File: config.mk
export PLATFORM = sky130hd
export DESIGN_NAME = if_fetch_queue
export DESIGN_NICKNAME = d
export VERILOG_FILES = /design/src/rtl/if_fetch_queue.sv
export SDC_FILE = /design/constraint.sdc
export NUM_CORES = 1
export LEC_CHECK = 0
export ABC_AREA = 1
export ABC_CLOCK_PERIOD_IN_PS = 4400
export CORE_MARGIN = 2
export CORE_UTILIZATION = 50
export DETAILED_ROUTE_END_ITERATION = 7
export GPL_TIMING_DRIVEN = 0
export PLACE_DENSITY = 0.88
export SYNTH_ARGS = -nofsm -noshare
export SYNTH_HDL_FRONTEND = slang
export SYNTH_SLANG_ARGS = --single-unit
File: constraint.sdc
create_clock -name clk -period 4.4 [get_ports clk]
set_input_delay 0.44 -clock clk [delete_from_list [all_inputs] [get_ports clk]]
set_output_delay 0.44 -clock clk [all_outputs]
set_load 0.02 [all_outputs]
File: src/rtl/if_fetch_queue.sv
// Instruction-fetch stage: credit-limited sequential fetch, DEPTH-entry response queue, redirect flush.
// Define FETCH_BYPASS_EN to forward a response straight to decode when the queue is empty.
module if_fetch_queue #(
  parameter int              N        = 32,
  parameter int              DEPTH    = 4,
  parameter logic [N-1:0]    RESET_PC = '0
) (
  input  logic         clk,
  input  logic         reset,
  input  logic         redirect,
  input  logic [N-1:0] redirect_pc,
  output logic         imem_req,
  output logic [N-1:0] imem_addr,
  input  logic         imem_gnt,
  input  logic         imem_rvalid,
  input  logic [N-1:0] imem_rdata,
  output logic         id_valid,
  input  logic         id_ready,
  output logic [N-1:0] id_inst,
  output logic [N-1:0] id_pc,
  output logic [N-1:0] id_pc_plus4
);

  localparam int CW = $clog2(DEPTH + 1);
  localparam int PW = $clog2(DEPTH);
  localparam logic [CW-1:0] DEPTH_C = CW'(DEPTH);
  localparam logic [N-1:0]  STEP    = N'(4);

  logic [N-1:0]  fetch_pc_q, fetch_pc_d;
  logic [N-1:0]  resp_pc_q, resp_pc_d;
  logic [CW-1:0] count_q, count_d;
  logic [CW-1:0] outstanding_q, outstanding_d;
  logic [CW-1:0] drop_q, drop_d;
  logic [PW-1:0] head_q, head_d;
  logic [PW-1:0] tail_q, tail_d;
  logic          req_q, req_d;

  logic [N-1:0]  inst_mem [DEPTH];
  logic [N-1:0]  pc_mem   [DEPTH];

  logic          grant;
  logic          resp_live;
  logic          q_valid;
  logic          pop;
  logic          push;
  logic          bypass;
  logic          consume_direct;
  logic [N-1:0]  redirect_aligned;

  assign redirect_aligned = redirect_pc & ~N'(3);
  assign grant            = req_q & imem_gnt;
  // A response is new-stream only when nothing is left to drop and no redirect kills it this cycle.
  assign resp_live        = imem_rvalid & (drop_q == '0) & ~redirect;
  assign q_valid          = (count_q != '0);
  assign pop              = q_valid & id_ready;

`ifdef FETCH_BYPASS_EN
  assign bypass           = resp_live & ~q_valid;
`else
  assign bypass           = 1'b0;
`endif
  assign consume_direct   = bypass & id_ready;
  assign push             = resp_live & ~consume_direct;

  always_comb begin
    fetch_pc_d    = fetch_pc_q;
    resp_pc_d     = resp_pc_q;
    count_d       = count_q;
    outstanding_d = outstanding_q;
    drop_d        = drop_q;
    head_d        = head_q;
    tail_d        = tail_q;

    if (grant && !imem_rvalid) begin
      if (outstanding_q != DEPTH_C) outstanding_d = outstanding_q + CW'(1);
    end else if (!grant && imem_rvalid) begin
      if (outstanding_q != '0) outstanding_d = outstanding_q - CW'(1);
    end

    if (redirect) begin
      // Everything still in flight belongs to the old stream, including a grant made this cycle.
      drop_d     = outstanding_d;
      count_d    = '0;
      head_d     = '0;
      tail_d     = '0;
      fetch_pc_d = redirect_aligned;
      resp_pc_d  = redirect_aligned;
    end else begin
      if (imem_rvalid && drop_q != '0) drop_d = drop_q - CW'(1);
      if (grant) fetch_pc_d = fetch_pc_q + STEP;
      if (resp_live) resp_pc_d = resp_pc_q + STEP;
      if (push) tail_d = tail_q + PW'(1);
      if (pop)  head_d = head_q + PW'(1);
      if (push && !pop) begin
        if (count_q != DEPTH_C) count_d = count_q + CW'(1);
      end else if (pop && !push) begin
        count_d = count_q - CW'(1);
      end
    end

    req_d = ({1'b0, count_d} + {1'b0, outstanding_d}) < {1'b0, DEPTH_C};
  end

  always_ff @(posedge clk or negedge reset) begin
    if (!reset) begin
      fetch_pc_q    <= RESET_PC;
      resp_pc_q     <= RESET_PC;
      count_q       <= '0;
      outstanding_q <= '0;
      drop_q        <= '0;
      head_q        <= '0;
      tail_q        <= '0;
      req_q         <= 1'b0;
    end else begin
      fetch_pc_q    <= fetch_pc_d;
      resp_pc_q     <= resp_pc_d;
      count_q       <= count_d;
      outstanding_q <= outstanding_d;
      drop_q        <= drop_d;
      head_q        <= head_d;
      tail_q        <= tail_d;
      req_q         <= req_d;
    end
  end

  always_ff @(posedge clk) begin
    if (push) begin
      inst_mem[tail_q] <= imem_rdata;
      pc_mem[tail_q]   <= resp_pc_q;
    end
  end

  assign imem_req  = req_q;
  assign imem_addr = fetch_pc_q;

`ifdef FETCH_BYPASS_EN
  assign id_valid = q_valid | bypass;
  assign id_inst  = q_valid ? inst_mem[head_q] : (bypass ? imem_rdata : '0);
  assign id_pc    = q_valid ? pc_mem[head_q]   : (bypass ? resp_pc_q  : '0);
`else
  assign id_valid = q_valid;
  assign id_inst  = q_valid ? inst_mem[head_q] : '0;
  assign id_pc    = q_valid ? pc_mem[head_q]   : '0;
`endif
  assign id_pc_plus4 = id_valid ? (id_pc + STEP) : '0;

endmodule
; After elaboration in Yosys (flattened, before gate mapping)
; Memory sizes are Yosys's and may differ from the RTL's.
; Index checks and enable logic that the tools add are counted.
[word_totals]
regBits = 78
mem_bits_rw = 256
in_bits = 70
output_inout_bits = 130
word_cells = 69
n_memories = 2
[memory_table]
columns = name, words, word_bits, read_ports, rd_ports_with_merged_regs, wr, line_no
row1 = inst_mem, 4, 32, 1, 0, 1, 38  ; logic [N-1:0] inst_mem [DEPTH];
row2 = pc_mem, 4, 32, 1, 0, 1, 39  ; logic [N-1:0] pc_mem [DEPTH];
[op_classes]
addsub = 11
n_lt_le_gt_ge = 1
n_eq_ne = 2
n_mux = 23
bitwise_logic = 5
n_reduce_logical = 17
[ops]
columns = op, count
row1 = 32-bit two-way mux, 7
row2 = 32-bit by 3-bit adder with 32-bit output (second input constant), 3
row3 = 3-bit two-way mux, 10
row4 = 3-bit nonzero test, 3
row5 = 3-bit by 1-bit subtractor with 3-bit output (second input constant), 3
row6 = 2-bit two-way mux, 4
row7 = 2-bit nonzero test, 4
row8 = 3-bit by 1-bit adder with 3-bit output (second input constant), 2
row9 = 3-bit != test (second input constant), 2
row10 = 1-bit logical AND, 5
row11 = 2-bit by 1-bit adder with 2-bit output (second input constant), 2
row12 = 3-bit by 3-bit adder with 4-bit output, 1
row13 = 1-bit bitwise AND, 4
row14 = 1-bit zero test, 4
row15 = 4-bit by 3-bit less-than comparator with 1-bit output (second input constant), 1
row16 = 3-bit zero test, 1
row17 = 1-bit two-way mux, 2
row18 = 1-bit inverter, 1

; Depth between registers and ports, before layout
; Gate-level depths: netlist (run 1).
[depth]
depth_word = 10
ltp_mapped = 20
depth_no_buf = 18

; Worst setup path after synthesis (run 1)
; OpenSTA, ideal clock, no wires.
[synth_timing]
path_type = register -> register
startpoint = register drop_q[0]
endpoint = memory inst_mem[0][0] (enable)
setup_time_ps = 482
arrival_ps = 3778
required_ps = 3918
slack_ps = 139
path_stages_with_launch = 7
synth_period_minus_slack_ps = 4261
path_cell_list = dfrtp_1 inv_1 ha_1 nand3_1 nor2_2 inv_2 nor2_1
[synth_between]
elab_chain_len = 5
[synth_rtl]
columns = item, line_no
row1 = start: declaration, 33  ; logic [CW-1:0] drop_q, drop_d;
row2 = start signal: assignment, 119  ; drop_q <= drop_d;
row3 = 3-bit zero test, 53  ; assign resp_live = imem_rvalid & (drop_q == '0) & ~redirect;
row4 = 1-bit bitwise AND (2 in series), 53
row5 = 1-bit two-way mux, 127  ; if (push) begin
row6 = 1-bit two-way mux (implied by the code), 128  ; inst_mem[tail_q] <= imem_rdata;
row7 = end: declaration, 38
; Every way passes these cells.

; Final worst setup path (run 1)
[layout_timing]
startpoint = register count_q[0]
endpoint = output port id_pc_plus4[8]
[layout_between]
elab_chain_len = 4
[layout_rtl]
columns = item, line_no
row1 = start: declaration, 31  ; logic [CW-1:0] count_q, count_d;
row2 = start signal: assignment, 117  ; count_q <= count_d;
row3 = 3-bit nonzero test *, 54  ; assign q_valid = (count_q != '0);
row4 = 32-bit two-way mux, 143  ; assign id_pc = q_valid ? pc_mem[head_q] : '0;
row5 = 32-bit by 3-bit adder with 32-bit output, 145  ; assign id_pc_plus4 = id_valid ? (id_pc + STEP) : '0;
row6 = 32-bit two-way mux *, 145
row7 = end: declaration, 21  ; output logic [N-1:0] id_pc_plus4
; Mark *: on every way between the ends. The rest lies on a longest branch, timed or not.

==> results of run 1 <==
sequential cells by signal (all words and copies together), names as in the netlist:
signal         count
count_q            3
drop_q             3
head_q             2
imem_addr         30
imem_req           1
inst_mem         128
outstanding_q      3
pc_mem           120
resp_pc_q         30
tail_q             2
synthesized netlist by cell type (2+ instances only):
| cell | n | area share (%) |
|---|---|---|
| nand2_1 | 422 | 9.9 |
| nor2_1 | 257 | 6.0 |
| edfxtp_1 | 248 | 47 |
| inv_1 | 148 | 3.5 |
| nand3_1 | 133 | 4.2 |
| o21ai_0 | 100 | 3.1 |
| dfrtp_1 | 74 | 12 |
| a21oi_1 | 56 | 1.8 |
| xor2_1 | 36 | 2.0 |
| nand4_1 | 28 | 1.1 |
| nor3_1 | 26 | 0.81 |
| clkbuf_1 | 22 | 0.52 |
| o211ai_1 | 20 | 0.94 |
| nor2_2 | 19 | 0.74 |
| buf_2 | 17 | 0.53 |
| ha_1 | 17 | 1.3 |
| buf_4 | 12 | 0.56 |
| buf_1 | 10 | 0.23 |
| nand3_2 | 10 | 0.63 |
| buf_6 | 9 | 0.63 |
| inv_2 | 9 | 0.21 |
| o221ai_1 | 8 | 0.44 |
| nand2_2 | 7 | 0.27 |
| nor2_4 | 7 | 0.49 |
| a31oi_1 | 6 | 0.23 |
| xnor2_1 | 6 | 0.33 |
| nand3b_1 | 5 | 0.23 |
| o21ai_1 | 4 | 0.13 |
| o31ai_1 | 4 | 0.19 |
| o21a_1 | 3 | 0.14 |
| a22oi_1 | 2 | 0.094 |
| and2_1 | 2 | 0.078 |
| clkinv_1 | 2 | 0.047 |
| or2_2 | 2 | 0.078 |
stage by stage:
stage	TNS [ns]	area [µm²]	worst slack (ns)
CTS	0	19760	0.01426
global placement	-611.54	18420	-2.492
detailed placement	0	18650	0.4004
floorplan	0	16010	0.1392
finish	0	19770	0.1956
global route	0	19770	0.02638
cell families (layout without fill, tap and decap cells):
logic type	after synthesis	count (layout)	share of synthesized area, %
DFF	322	322	58.14
AOI/OAI and AO/OA	205	205	7.135
buffers and inverters	229	491	6.212
xor gates and xnor gates	42	42	2.300
adders and majority gates	17	17	1.330
and+or+nand+nor	923	923	24.86
other	1	6	0.02345
where the power goes:
part	internal, mW	switching, mW
Sequential	3.52	0.273
Combinational	1.79	3.06
Clock	1.63	1.19
Total	6.94	4.53
area by class of cell:
cell class | count | share of cell area [%]
Buffer | 70 | 2.007
Tap cell | 402 | 2.545
Multi-Input combinational cell | 1193 | 29.18
Timing Repair Buffer | 200 | 10.70
Clock inverter | 16 | 0.9685
Clock buffer | 46 | 4.533
Sequential cell | 322 | 47.05
Inverter | 159 | 3.020
path summary, 6_finish.rpt:
| kind | startpoint | end | slack, ns | depth (start not counted) |
|---|---|---|---|---|
| setup / recovery | count_q[0] | id_pc_plus4[8] | 0.20 | 19 |
| hold / removal | reset | imem_req | 0.43 | 2 |
| setup reg to reg | drop_q[0] | inst_mem[1][5] | 1.28 | 8 |
| hold reg to reg | outstanding_q[0] | outstanding_q[0] | 0.56 | 1 |
| max in group asynchronous | reset | resp_pc_q[13] | 3.37 | 3 |
| min in group clk | imem_rdata[14] | inst_mem[2][14] | 0.55 | 1 |
worst max-delay path: stages (launching register included):
cell	delay, ns
dfrtp_1	0.37
inv_1	0.08
ha_1	0.21
inv_1	0.09
nor2_4	0.09
inv_2	0.09
buf_6	0.18
buf_6	0.18
nand2_1	0.06
inv_1	0.08
ha_2	0.23
inv_1	0.05
nor2_1	0.16
nand2_1	0.15
nor2_4	0.18
inv_2	0.09
nor2_4	0.16
xnor2_1	0.08
inv_1	0.07
clkdlybuf4s50_1	0.60
repair_timing:
action	4_1_cts	5_1_grt
setup endpoints to repair	4	4
buffers inserted	0	0
hold endpoints to repair	35	0
hold buffers	1	0
gates resized for setup	6	4
routing by layer:
metal,part of all wire [%],wire [µm]
met5,0,0
met3,11,5078
met4,3.6,1649
met1,38,17650
met2,47,21950
==> results.ini, run 1 <==
[power_and_ir_drop]
irDropWorstVdd_mv=0.3188
report.power.total_mw=11.47
power.leakage_nw=7.815
powerDensity_nw_per_um2=580.3

[timing]
skew_ns=0.02550
fin_crit_sh_pct=95.56
worst_pin_slew_ns=0.7972
layout_min_cycle_time_ns=4.204
slew_viol_final=0
setup_violations=0
slew_headroom_pct=46.73
hold_viol_final=0
timing.hold.ws_ns=0.4263
rsz0062_at_grt=false
max_freq_mhz=237.8

[cts]
cts_buffer_depth=3
tritoncts=done
h-tree-depth=2
clockRootBuffer=clkbuf_16
clkTransAtPathRegs_ns=0.06
clk_latency_ns=0.52
cts_buffers=34
cts_num_sinks=322

[synthesis]
async_flop_share_pct=22.98
synth-main-ff-cell=edfxtp_1
yosys_warnings=0
synth_cells=1739
synth_edf_count=248
synth-seq-cells=322
avgSynthCellArea_um2=9.197
ys_types=42
syn-cell-area_um2=15990
yosysSeqAreaShare_pct=58.14

[place]
place.gp.congestion=0.9840
dpl.hpwl_um=32740
dp_cells=2345
port_buffers=190

[finish]
multi_input_area_um2=5767
layout_commonest_cell=nand2_1
final-seq-area_um2=9299
syn_to_final_growth_pct=23.59
final_cell_mix=nand2_1, nor2_1, edfxtp_1
fin_cells=2408
drive_gt1_share_pct=7.876
n_fill_cell=2415
antenna_cells=0
final_core_util_pct=62.64
layout.nets=2067

[critical_path]
critPathKind=reg2out
cp_max_fo=10
crit_arrival_ns=3.76
cp-start-kind=flop
endpoint_kind=output port
required_ns=3.96

[run]
maxCapViolations=0

[min_path]
hp-class=in2async

[detailed_routing]
wl_per_cell_um=19.24
ant_nets=0
avgViaCountPerCell=5.757
via_count=13863
drc=0
dr.pass1.iters=6
routed_wl_um=46330
drt_iter0_drc=1692

[global_route]
grt_util_met3_pct=3.932
grt_pass1_vias=13353
grt_use_met2_pct=45.61
grt_first_pass_wirelength_um=71460
antenna_found_initial=0
gr-usage-all-layers_pct=27.32
gr-max-usage-layer=met2
met1_usage_pct=36.54
overflow=0
grt_max_degree=40

[floorplanning]
ios=200
die_x_um=182.8
num_rows=65
initial_core_util_pct=50.68
die_area_um2=33430
die_h_um=182.8
coreArea_um2=31560

[status]
outcome=complete, no violations

Power figures use the tool's default switching activity.
==> run 2: changes to the inputs <==
- CTS_BUF_LIST: unset -> sky130_fd_sc_hd__clkbuf_16
- HOLD_SLACK_MARGIN: unset -> 0.12
- RECOVER_POWER: unset -> 50
==> results.ini, run 2 (synthesis gave the netlist of run 1 again) <==
[cts]
clk_latency_ns=0.52
tritoncts=done
cts_num_sinks=322
clkTransAtPathRegs_ns=0.06
clockRootBuffer=clkbuf_16
cts_buffers=34
cts_buffer_depth=3
h-tree-depth=2

[critical_path]
crit_chain=inv_1 > ha_1 > inv_1 > nor2_4 > inv_2 > buf_6 > buf_6 > nand2_1 > inv_1 > ha_2 > inv_1 > nor2_1 > nand2_1 > nor2_4 > inv_2 > nor2_4 > xnor2_1 > inv_1 > clkdlybuf4s50_1
cpMostUsedCell=inv_1
critPathKind=reg2out
required_ns=3.96
cp_slowest_stage_delay_ns=0.60
crit_end=id_pc_plus4[8]
cp_max_fo=10
slowest_stage=clkdlybuf4s50_1
endpoint_kind=output port
worstRegToRegCells=8
reg2reg_to=inst_mem[1][5]
crit_arrival_ns=3.79
rrSetupSlack_ns=0.77
cp-startpoint=count_q[0]
r2r_start=drop_q[0]
cp-start-kind=flop

[power_and_ir_drop]
report.power.total_mw=11.41
powerDensity_nw_per_um2=578.1
irDropWorstVdd_mv=0.3073
power.leakage_nw=7.899

[status]
violations=capacitance limit, slew limit
outcome=complete, but fails checks

[floorplanning]
die_x_um=182.8
ios=200
die_h_um=182.8
coreArea_um2=31560
initial_core_util_pct=50.68
num_rows=65
die_area_um2=33430

[timing]
timing.hold.ws_ns=0.5607
max_freq_mhz=236.3
slew_headroom_pct=-39.84
setup_violations=0
final_critical_path_setup_slack_ns=0.1690
hold_viol_final=0
slew_viol_final=77
skew_ns=0.02693
worst_pin_slew_ns=2.098
tns_ns=0
layout_min_cycle_time_ns=4.231
fin_crit_sh_pct=96.16
rsz0062_at_grt=false

[finish]
n_fill_cell=2423
layout_commonest_cell=nand2_1
layout.nets=2067
final_cell_mix=nand2_1, nor2_1, edfxtp_1
final-seq-area_um2=9299
largest_reg_flops=128
multi_input_area_um2=5744
syn_to_final_growth_pct=23.40
top_register=inst_mem
drive_gt1_share_pct=7.378
top_regs=inst_mem x128, pc_mem x120

[place]
dpl.hpwl_um=32740
post-place-ws_ns=0.4004
place.gp.congestion=0.9840
port_buffers=190

[detailed_routing]
routed_wl_um=46360
drc=0
avgViaCountPerCell=5.725
via_count=13798
dr.pass1.iters=6
drt_iter0_drc=1647
ant_nets=0
wl_per_cell_um=19.24

[global_route]
grt_max_degree=40
grt_pass1_vias=13356
gr-usage-all-layers_pct=27.33
grt_first_pass_wirelength_um=71470
antenna_found_initial=1
overflow=0

[run]
maxCapViolations=2

[min_path]
hp-class=in2reg

## run 2: cell count changes in the layout (fill, tap and decap cells not counted), sizes merged
| cell | delta |
|---|---|
| clkbuf | -10 |
| diode | +2 |
| clkdlybuf4s50 | -63 |
| dlymetal6s4s | +1 |
| dlygate4sd3 | +63 |
| buf | -3 |
| inv | +12 |
## run 2: worst min path at each step
stage                     start                to  slack [ns]  cells past startpoint
2_1_floorplan             reset        count_q[0]        0.14                      0
3_3_place_gp   outstanding_q[0]  outstanding_q[0]        0.54                      1
3_5_place_dp              reset          imem_req        0.44                      1
4_1_cts                   reset          imem_req        0.44                      2
5_1_grt          redirect_pc[7]      imem_addr[7]        0.57                      3
6_report         redirect_pc[3]      imem_addr[3]        0.56                      3
## run 2: power by group
group | internal [mW] | total (mW) | switching [mW]
Combinational | 1.76 | 4.82 | 3.06
Sequential | 3.52 | 3.79 | 0.271
Clock | 1.60 | 2.80 | 1.19
Total | 6.89 | 11.4 | 4.52
## run 2: layout make-up
class / count / share of cell area, %
inverters: 159 / 3.024
clock buffers: 34 / 4.311
multi-input cells: 1193 / 29.11
plain buffers: 70 / 2.003
diodes: 2 / 0.02536
repair buffers: 200 / 10.66
flip-flops and latches: 322 / 47.12
clock inverters: 28 / 1.198
well taps: 402 / 2.549
## run 2: critical path: cells and delay by family (launching register included)
family / cells / cell delay, ns
XOR/XNOR: 1 / 0.09
adder cells (fa/ha/maj): 2 / 0.44
AND/OR/NAND/NOR: 6 / 0.83
buffers and inverters: 10 / 1.52
flip-flops: 1 / 0.37
## run 2: what timing repair did
item / CTS / global route
setup endpoints to repair: 4 / 4
hold buffers: 1 / 0
resized for setup: 6 / 4
endpoints found under the hold margin: 35 / 0
buffers inserted: 0 / 0
## run 2: metrics by stage
step | utilization [%] | std cells | area, µm²
4_1_cts | 62.61 | 2408 | 19760
6_report | 62.54 | 2410 | 19740
3_3_place_gp | 58.36 | 2336 | 18420
3_5_place_dp | 59.09 | 2345 | 18650
2_1_floorplan | - | 1744 | 16010
5_1_grt | 62.53 | 2409 | 19730
## run 2: metal layers
metal	global-route usage (%)	part of all wire, %	vias up
met1	36.55	38	6471
met2	45.61	48	926
met5	0	0	-
met4	10.30	3.4	0
met3	3.932	11	121
li1	-	-	6280
